**config.mk**
```make
export PLATFORM = sky130hd
export DESIGN_NAME = hit_judge_flat
export DESIGN_NICKNAME = d
export VERILOG_FILES = /design/src/rtl/rhythm_pkg.sv /design/src/rtl/hit_judge_if.sv /design/src/rtl/key_debounce.sv /design/src/rtl/hit_judge.sv /design/src/flat_wrapper.sv
export SDC_FILE = /design/constraint.sdc
export NUM_CORES = 1
export LEC_CHECK = 0
export CAP_MARGIN = 20
export CORE_MARGIN = 2
export CORE_UTILIZATION = 60
export CTS_BUF_LIST = sky130_fd_sc_hd__clkbuf_2
export DETAILED_ROUTE_END_ITERATION = 16
export PLACE_DENSITY_LB_ADDON = 0.12
export SLEW_MARGIN = 30
export SYNTH_ARGS = -nofsm -noshare
export SYNTH_HDL_FRONTEND = slang
export SYNTH_SLANG_ARGS = --single-unit
```
**constraint.sdc**
```tcl
create_clock -name i_clock_25 -period 11.6 [get_ports i_clock_25]
set_input_delay 1.74 -clock i_clock_25 [delete_from_list [all_inputs] [get_ports i_clock_25]]
set_output_delay 1.74 -clock i_clock_25 [all_outputs]
set_load 0.02 [all_outputs]
```
**src/rtl/rhythm_pkg.sv**
```systemverilog
// Constants and grade type shared by the pattern, judge and renderer blocks.
package rhythm_pkg;
    localparam int NUM_LANES   = 4;
    localparam int SCREEN_W    = 640;
    localparam int SCREEN_H    = 480;
    localparam int LANE_RED    = 0;
    localparam int LANE_GREEN  = 1;
    localparam int LANE_BLUE   = 2;
    localparam int LANE_YELLOW = 3;

    typedef enum logic [1:0] {
        GRADE_NONE,
        GRADE_OK,
        GRADE_GOOD,
        GRADE_MISS
    } grade_e;
endpackage

```
**src/rtl/hit_judge_if.sv**
```systemverilog
// Game-side signals of the hit judge: note/key inputs and score/HUD outputs.
interface hit_judge_if;
    logic                                 enable;
    logic                                 clear;
    logic [rhythm_pkg::NUM_LANES-1:0]     keys_n;
    logic [rhythm_pkg::NUM_LANES-1:0]     note_lanes;
    logic [9:0]                           note_y;
    logic [15:0]                          score;
    logic [7:0]                           combo;
    logic [7:0]                           max_combo;
    logic [7:0]                           miss_count;
    logic [rhythm_pkg::NUM_LANES-1:0]     hit_pulse;
    logic [rhythm_pkg::NUM_LANES-1:0]     good_pulse;
    logic                                 miss_pulse;
    logic                                 wrong_pulse;

    modport master (
        output enable, clear, keys_n, note_lanes, note_y,
        input  score, combo, max_combo, miss_count,
        input  hit_pulse, good_pulse, miss_pulse, wrong_pulse
    );

    modport slave (
        input  enable, clear, keys_n, note_lanes, note_y,
        output score, combo, max_combo, miss_count,
        output hit_pulse, good_pulse, miss_pulse, wrong_pulse
    );
endinterface

```
**src/rtl/key_debounce.sv**
```systemverilog
// One push-button: 2-FF synchroniser, down-counter debounce, one-cycle press pulse.
module key_debounce #(
    parameter int DEBOUNCE_CYCLES = 250000
)(
    input  logic i_clk,
    input  logic i_rst_n,
    input  logic i_key_n,
    output logic o_press
);
    localparam int CW = (DEBOUNCE_CYCLES > 1) ? $clog2(DEBOUNCE_CYCLES) : 1;
    localparam logic [CW-1:0] RELOAD = CW'(DEBOUNCE_CYCLES - 1);

    logic [1:0]    r_sync;
    logic          r_pressed;
    logic [CW-1:0] r_cnt;
    logic          r_press;
    logic          w_sample;

    assign w_sample = ~r_sync[1];
    assign o_press  = r_press;

    // Counter runs only while the sample disagrees with the debounced state.
    always_ff @(posedge i_clk or negedge i_rst_n) begin
        if (!i_rst_n) begin
            r_sync    <= 2'b11;
            r_pressed <= 1'b0;
            r_cnt     <= RELOAD;
            r_press   <= 1'b0;
        end else begin
            r_sync  <= {r_sync[0], i_key_n};
            r_press <= 1'b0;
            if (w_sample == r_pressed) begin
                r_cnt <= RELOAD;
            end else if (r_cnt == '0) begin
                r_pressed <= w_sample;
                r_press   <= w_sample;
                r_cnt     <= RELOAD;
            end else begin
                r_cnt <= r_cnt - 1'b1;
            end
        end
    end
endmodule

```
**src/rtl/hit_judge.sv**
```systemverilog
// Judges debounced key presses against the falling note and keeps score/combo/miss stats.
//   state    | meaning
//   ST_IDLE  | game paused: no judgement, counters hold
//   ST_PLAY  | game running: presses and misses are judged
module hit_judge
    import rhythm_pkg::*;
#(
    parameter int HIT_Y           = 440,
    parameter int WIN_GOOD        = 8,
    parameter int WIN_OK          = 24,
    parameter int PTS_GOOD        = 100,
    parameter int PTS_OK          = 50,
    parameter int DEBOUNCE_CYCLES = 250000
)(
    input  logic       i_clock_25,
    input  logic       i_reset_n,
    hit_judge_if.slave bus
);
    typedef enum logic {ST_IDLE, ST_PLAY} state_e;

    localparam logic [9:0]  HIT_Y_L    = 10'(HIT_Y);
    localparam logic [9:0]  WIN_GOOD_L = 10'(WIN_GOOD);
    localparam logic [9:0]  WIN_OK_L   = 10'(WIN_OK);
    localparam logic [9:0]  MISS_Y_L   = 10'(HIT_Y + WIN_OK);
    localparam logic [17:0] PTS_GOOD_L = 18'(PTS_GOOD);
    localparam logic [17:0] PTS_OK_L   = 18'(PTS_OK);

    state_e                 r_state, w_state_nxt;
    logic [9:0]             r_prev_y;
    logic [NUM_LANES-1:0]   r_pending, w_pending_nxt, w_pend_eff;
    logic [15:0]            r_score, w_score_nxt;
    logic [7:0]             r_combo, w_combo_nxt;
    logic [7:0]             r_max_combo, w_max_nxt;
    logic [7:0]             r_miss_count, w_miss_nxt;
    logic [NUM_LANES-1:0]   r_hit_pulse, r_good_pulse, w_hit, w_good;
    logic                   r_miss_pulse, r_wrong_pulse, w_miss, w_wrong;
    logic [NUM_LANES-1:0]   w_press;
    logic                   w_load;
    logic [9:0]             w_dist;
    logic [17:0]            w_pts, w_sum;
    logic [8:0]             w_csum;
    logic [2:0]             w_nhit;
    grade_e                 w_grade [NUM_LANES];

    for (genvar g = 0; g < NUM_LANES; g++) begin : g_key
        key_debounce #(.DEBOUNCE_CYCLES(DEBOUNCE_CYCLES)) u_key (
            .i_clk   (i_clock_25),
            .i_rst_n (i_reset_n),
            .i_key_n (bus.keys_n[g]),
            .o_press (w_press[g])
        );
    end

    always_ff @(posedge i_clock_25 or negedge i_reset_n) begin
        if (!i_reset_n) begin
            r_state       <= ST_IDLE;
            r_prev_y      <= '0;
            r_pending     <= '0;
            r_score       <= '0;
            r_combo       <= '0;
            r_max_combo   <= '0;
            r_miss_count  <= '0;
            r_hit_pulse   <= '0;
            r_good_pulse  <= '0;
            r_miss_pulse  <= 1'b0;
            r_wrong_pulse <= 1'b0;
        end else begin
            r_state       <= w_state_nxt;
            r_prev_y      <= bus.note_y;
            r_pending     <= w_pending_nxt;
            r_score       <= w_score_nxt;
            r_combo       <= w_combo_nxt;
            r_max_combo   <= w_max_nxt;
            r_miss_count  <= w_miss_nxt;
            r_hit_pulse   <= w_hit;
            r_good_pulse  <= w_good;
            r_miss_pulse  <= w_miss;
            r_wrong_pulse <= w_wrong;
        end
    end

    always_comb begin
        w_state_nxt   = bus.enable ? ST_PLAY : ST_IDLE;
        // Entering play, or the note wrapping back to the top, starts a new note.
        w_load        = (r_state == ST_IDLE) || (bus.note_y < r_prev_y);
        w_pend_eff    = w_load ? bus.note_lanes : r_pending;
        w_dist        = (bus.note_y >= HIT_Y_L) ? (bus.note_y - HIT_Y_L) : (HIT_Y_L - bus.note_y);
        w_pending_nxt = r_pending;
        w_score_nxt   = r_score;
        w_combo_nxt   = r_combo;
        w_max_nxt     = r_max_combo;
        w_miss_nxt    = r_miss_count;
        w_hit         = '0;
        w_good        = '0;
        w_miss        = 1'b0;
        w_wrong       = 1'b0;
        w_pts         = '0;
        w_sum         = '0;
        w_csum        = '0;
        w_nhit        = '0;
        for (int i = 0; i < NUM_LANES; i++) begin
            w_grade[i] = GRADE_NONE;
        end

        if (bus.enable) begin
            for (int i = 0; i < NUM_LANES; i++) begin
                if (w_press[i]) begin
                    if (w_pend_eff[i] && (w_dist <= WIN_GOOD_L)) begin
                        w_grade[i] = GRADE_GOOD;
                    end else if (w_pend_eff[i] && (w_dist <= WIN_OK_L)) begin
                        w_grade[i] = GRADE_OK;
                    end else begin
                        w_wrong = 1'b1;
                    end
                end
            end
            for (int i = 0; i < NUM_LANES; i++) begin
                if (w_grade[i] == GRADE_GOOD) begin
                    w_hit[i]  = 1'b1;
                    w_good[i] = 1'b1;
                    w_pts     = w_pts + PTS_GOOD_L;
                    w_nhit    = w_nhit + 3'd1;
                end else if (w_grade[i] == GRADE_OK) begin
                    w_hit[i]  = 1'b1;
                    w_pts     = w_pts + PTS_OK_L;
                    w_nhit    = w_nhit + 3'd1;
                end
            end
            w_miss        = (w_pend_eff != '0) && (bus.note_y > MISS_Y_L);
            w_pending_nxt = w_miss ? '0 : (w_pend_eff & ~w_hit);
            w_sum         = {2'b00, r_score} + w_pts;
            w_score_nxt   = (w_sum > 18'h0FFFF) ? 16'hFFFF : w_sum[15:0];
            w_csum        = {1'b0, r_combo} + {6'b0, w_nhit};
            if (w_wrong || w_miss) begin
                w_combo_nxt = '0;
            end else begin
                w_combo_nxt = (w_csum > 9'd255) ? 8'hFF : w_csum[7:0];
            end
            w_max_nxt = (w_combo_nxt > r_max_combo) ? w_combo_nxt : r_max_combo;
            if (w_miss) begin
                w_miss_nxt = (r_miss_count == 8'hFF) ? 8'hFF : (r_miss_count + 8'd1);
            end
        end

        if (bus.clear) begin
            w_score_nxt = '0;
            w_combo_nxt = '0;
            w_max_nxt   = '0;
            w_miss_nxt  = '0;
        end
    end

    assign bus.score       = r_score;
    assign bus.combo       = r_combo;
    assign bus.max_combo   = r_max_combo;
    assign bus.miss_count  = r_miss_count;
    assign bus.hit_pulse   = r_hit_pulse;
    assign bus.good_pulse  = r_good_pulse;
    assign bus.miss_pulse  = r_miss_pulse;
    assign bus.wrong_pulse = r_wrong_pulse;
endmodule

```
**src/flat_wrapper.sv**
```systemverilog
// flat-port wrapper written by rule: the top's interface ports become plain ports
module hit_judge_flat import rhythm_pkg::*;
#(
    parameter int HIT_Y           = 440,
    parameter int WIN_GOOD        = 8,
    parameter int WIN_OK          = 24,
    parameter int PTS_GOOD        = 100,
    parameter int PTS_OK          = 50,
    parameter int DEBOUNCE_CYCLES = 250000
)
  (i_clock_25, i_reset_n, bus_enable, bus_clear, bus_keys_n, bus_note_lanes, bus_note_y, bus_score, bus_combo, bus_max_combo, bus_miss_count, bus_hit_pulse, bus_good_pulse, bus_miss_pulse, bus_wrong_pulse);
  hit_judge_if bus_i ();
  input  logic i_clock_25;
  input  logic i_reset_n;
  input wire logic [$bits(bus_i.enable)-1:0] bus_enable;
  input wire logic [$bits(bus_i.clear)-1:0] bus_clear;
  input wire logic [$bits(bus_i.keys_n)-1:0] bus_keys_n;
  input wire logic [$bits(bus_i.note_lanes)-1:0] bus_note_lanes;
  input wire logic [$bits(bus_i.note_y)-1:0] bus_note_y;
  output wire logic [$bits(bus_i.score)-1:0] bus_score;
  output wire logic [$bits(bus_i.combo)-1:0] bus_combo;
  output wire logic [$bits(bus_i.max_combo)-1:0] bus_max_combo;
  output wire logic [$bits(bus_i.miss_count)-1:0] bus_miss_count;
  output wire logic [$bits(bus_i.hit_pulse)-1:0] bus_hit_pulse;
  output wire logic [$bits(bus_i.good_pulse)-1:0] bus_good_pulse;
  output wire logic [$bits(bus_i.miss_pulse)-1:0] bus_miss_pulse;
  output wire logic [$bits(bus_i.wrong_pulse)-1:0] bus_wrong_pulse;
  assign bus_i.enable = bus_enable;
  assign bus_i.clear = bus_clear;
  assign bus_i.keys_n = bus_keys_n;
  assign bus_i.note_lanes = bus_note_lanes;
  assign bus_i.note_y = bus_note_y;
  assign bus_score = bus_i.score;
  assign bus_combo = bus_i.combo;
  assign bus_max_combo = bus_i.max_combo;
  assign bus_miss_count = bus_i.miss_count;
  assign bus_hit_pulse = bus_i.hit_pulse;
  assign bus_good_pulse = bus_i.good_pulse;
  assign bus_miss_pulse = bus_i.miss_pulse;
  assign bus_wrong_pulse = bus_i.wrong_pulse;
  hit_judge #(.HIT_Y(HIT_Y), .WIN_GOOD(WIN_GOOD), .WIN_OK(WIN_OK), .PTS_GOOD(PTS_GOOD), .PTS_OK(PTS_OK), .DEBOUNCE_CYCLES(DEBOUNCE_CYCLES)) u_core (.i_clock_25(i_clock_25), .i_reset_n(i_reset_n), .bus(bus_i));
endmodule
```
==> summary.md <==
| Metric | Value |
|---|---|
| Routed vias/inst | 5.842 |
| Worst-case reg-to-reg path depth | 33 |
| Required time worst endpoint | 12.25 ns |
| Die ar. | 0.01656 mm² |
| Drt pass-1 iters | 6 |
| Clk_skew | between 0.04 and 0.05 ns |
| CTS Hold Bufs | 0 |
| Setup ws final | 2.131 ns |
| CTS tree | yes |
| Die outline height | 128.7 µm |
| Critical path class | input port to flop |
| Sum Neg Setup Slack | 0 ns |
| Worst slew pin tran | approximately 0.95 ns |
| Reg power frac | 59.2% |
| Root Buffer | clkbuf_2 |
| Crit path largest cell delay | 0.69 ns |
| Initial Util | 61.35% |
| Ratio of cells with drive above 1 in the final layout | 10.68% |
| PortBufs | between 70 and 80 |
| # nets final | around 1.2k |
| Clk Latency, worst-skew pair | about 0.74 ns |
| Mapped Avg Cell Area | 9.198 µm² |
| Drt wl/cell | 15.24 µm |
| Initial drt markers | 655 |
| Max-cap violations | 0 |
| Core area | 0.01520 mm² |
| Max Fclk | 105.6 MHz |
| R2r setup slk | 3.44 ns |
| Initial antenna violation count | 1 |
| FF+latch count, synth | 153 |
| Cts bufs inserted | 17 |
| Post-route ant nets | 0 |
| Post-synth EDFFs | 0 |
| Reg clk slew, reported paths | 0.25 ns |
| Maximum VDD drop | 0.08184 mV |
| Register area share after synthesis | a little over two fifths |
| R2r endpoint | u_core.bus.max_combo[1] |
| Fin crit share | about four fifths |
| Asr flop ratio synth | 100.0% |
| CP max-delay cell | clkdlybuf4s50_1 |
| Area Overhead vs Synth | 11.32% |
| Yosys cell types | just under 80 |
| Fin util | 68.30% |
| Main flop type after synthesis | dfrtp_1 |
| Mapped Area | 0.009326 mm² |
| Critical path's most frequent cell | ha_1 |
| Routability cong. | 0.9370 |
| Row cnt | 45 |
| Placed cell count | 1241 |
| Clock share of power | 30.7% |
| Min Tclk post-route | 9.469 ns |
| Sw Pwr | 257.4 µW |
| Dpl cell area | 0.01015 mm² |
| Net Count, Synth | 1097 |
| Int Pwr | 683.0 µW |
| Total number of vias | 7449 |
| Total Routed Length | between 15 and 20 mm |
| Worst rel slew slack | 36.20% |
| Leakage | 0.004521 µW |
| Vias in the first global route | about 7k |
| CTS max path bufs | 2 |
| First-pass GRT wire length | 33.00 mm |
| Slew Limit Fails | 0 |
| Status | finished clean |
| Setup-failing EPs final | 0 |
| PwrDens | 90.57 mW/mm² |
| Tightest Hold Check Type | flop to flop |
| Crit path max fanout | 11 |
| Critical R2R Launch | u_core.r_prev_y[3] |
| DRC | 0 |
| I/O pin count | roughly 70 |
| CTS resizes | 0 |
| Post-CTS Setup Repair Bufs | 0 |
| Worst setup path endpoint | u_core.bus.max_combo[1] |
| Startpoint Class | input port |
| Final instance area | approximately 0.010 mm² |
| GR Util All Layers | 24.73% |
| Worst Path Arrival | 10.12 ns |
| Combinational share of power | 10.1% |
| Sw Ratio | 27.37% |
| Yosys warns | 0 |
| Critical path startpoint | bus_note_y[3] |
| Setup crit end kind | flop |
| Final Hold Vio Count | 0 |
| DP Worst Slack | 1.387 ns |
| Layout Cells excl Fill | about 1.3k |
| Cells after synthesis | 1014 |
| RSZ-0062 raised after global routing | false |
| Largest net degree at the start of global routing | 75 |
| H-tree levels | 4 |
| Dpl hpwl | 13.96 mm |
| TritonCTS Sinks | 153 |
| Remaining global-route overflow | 0 |
| Die X | approximately 130 µm |
-- registers in the layout (all words and copies together) (netlist names) --
name,cells
u_core.g_key.u_key.o_press,4
u_core.r_prev_y,10
u_core.bus.combo,8
u_core.bus.wrong_pulse,1
u_core.bus.miss_pulse,1
u_core.bus.score,16
u_core.r_pending,4
u_core.g_key.u_key.r_pressed,4
u_core.bus.good_pulse,4
u_core.r_state,1
u_core.g_key.u_key.r_cnt,72
u_core.g_key.u_key.r_sync,8
u_core.bus.miss_count,8
u_core.bus.max_combo,8
u_core.bus.hit_pulse,4
-- worst min-delay path by stage --
| stage | from | endpoint | slack (ns) | depth (start not counted) |
|---|---|---|---|---|
| 2_1_floorplan | u_core.g_key[0].u_key.r_sync[0] | u_core.g_key[0].u_key.r_sync[1] | 0.35 | 0 |
| 3_3_place_gp | u_core.g_key[2].u_key.r_sync[0] | u_core.g_key[2].u_key.r_sync[1] | 0.35 | 0 |
| 3_5_place_dp | u_core.g_key[2].u_key.r_sync[0] | u_core.g_key[2].u_key.r_sync[1] | 0.35 | 0 |
| 4_1_cts | u_core.g_key[2].u_key.r_sync[0] | u_core.g_key[2].u_key.r_sync[1] | 0.37 | 0 |
| 5_1_grt | u_core.g_key[0].u_key.r_sync[0] | u_core.g_key[0].u_key.r_sync[1] | 0.38 | 0 |
| 6_report | u_core.g_key[2].u_key.r_sync[0] | u_core.g_key[2].u_key.r_sync[1] | 0.37 | 0 |
-- final cells by class --
type,count,area (µm²)
fill,1237,4820
antenna,1,2.502
sequential,153,3889
clock buffer,19,95.09
timing repair buffer,76,757.0
multi-input combinational,758,5026
clock inverter,13,126.4
inverter,67,251.5
tap,188,235.2
-- stage by stage --
stage | hold slack [ns] | power [µW]
after global routing | 0.3773 | 986.2
after CTS | 0.3727 | 951.5
after detailed placement | 0.3475 | 661.0
after global placement | 0.3458 | 658.6
final | 0.3713 | 940.4
after floorplan | 0.3452 | 620.0
-- synth_stat cells, types with 7 or more instances --
| library cell | n | share of area (%) |
|---|---|---|
| dfrtp_1 | 105 | 28 |
| and2_1 | 8 | 0.54 |
| mux2i_1 | 26 | 2.8 |
| and3_1 | 7 | 0.47 |
| or2_2 | 11 | 0.74 |
| inv_1 | 66 | 2.7 |
| ha_1 | 59 | 7.9 |
| o21a_1 | 8 | 0.64 |
| xnor2_1 | 56 | 5.3 |
| nand4_1 | 7 | 0.47 |
| a21oi_1 | 47 | 2.5 |
| a31oi_1 | 7 | 0.47 |
| nand3_1 | 33 | 1.8 |
| nor3_1 | 32 | 1.7 |
| dfstp_2 | 48 | 14 |
| or4_1 | 10 | 0.80 |
| nand2b_1 | 10 | 0.67 |
| o211ai_1 | 7 | 0.56 |
| nand2_1 | 101 | 4.1 |
| nor2b_1 | 8 | 0.54 |
| o21ai_0 | 35 | 1.9 |
| clkbuf_1 | 28 | 1.1 |
| a311oi_1 | 10 | 0.94 |
| a21o_1 | 11 | 0.89 |
| xor2_1 | 27 | 2.5 |
| nor2_1 | 126 | 5.1 |
| or3_1 | 13 | 0.87 |
| a211oi_1 | 14 | 1.1 |
| nor4_1 | 10 | 0.67 |
-- power by group through the flow --
stage | logic, µW | clock network (µW) | registers [µW]
CTS | 95.9 | 299 | 557
detailed placement | 95.6 | 0 | 565
global route | 108 | 320 | 559
floorplan | 53.1 | 0 | 567
finish | 95.1 | 288 | 557
global placement | 93.4 | 0 | 565
-- cells in the final DEF, fill, tap and decap left out, drive strengths merged, types with 13 or more instances in the layout --
master,n
a211oi,19
a21oi,47
clkbuf,19
clkdlybuf4s50,69
dfrtp,105
dfstp,48
ha,59
inv,69
mux2i,26
nand2,102
nand3,33
nor2,126
nor3,33
o21ai,36
or3,13
xnor2,56
xor2,27
-- kinds of logic after synthesis --
group | count (synthesis) | share of synthesized area, %
and+or+nand+nor | 393 | 20.00
xor gates and xnor gates | 83 | 7.795
AOI/OAI and AO/OA | 194 | 14.84
buffers and inverters | 103 | 4.414
DFF | 153 | 41.70
adders and majority gates | 61 | 8.345
muxes | 27 | 2.911
-- routing by layer --
layer	wire length (µm)	GRT usage, %	up-vias
li1	-	-	3668
met1	9210	35.04	3565
met2	8980	38.59	187
met3	869	4.407	29
met4	377	8.632	0
met5	0	0	-
-- worst max-delay path: cells and delay by family --
family                   cells  cell delay [ns]
buffers and inverters        4             1.10
multiplexers                 2             0.50
AO/OA/AOI/OAI               13             3.04
AND/OR/NAND/NOR              7             1.51
adder cells (fa/ha/maj)      7             2.21
Note: power is estimated with default switching activity, not from simulation.
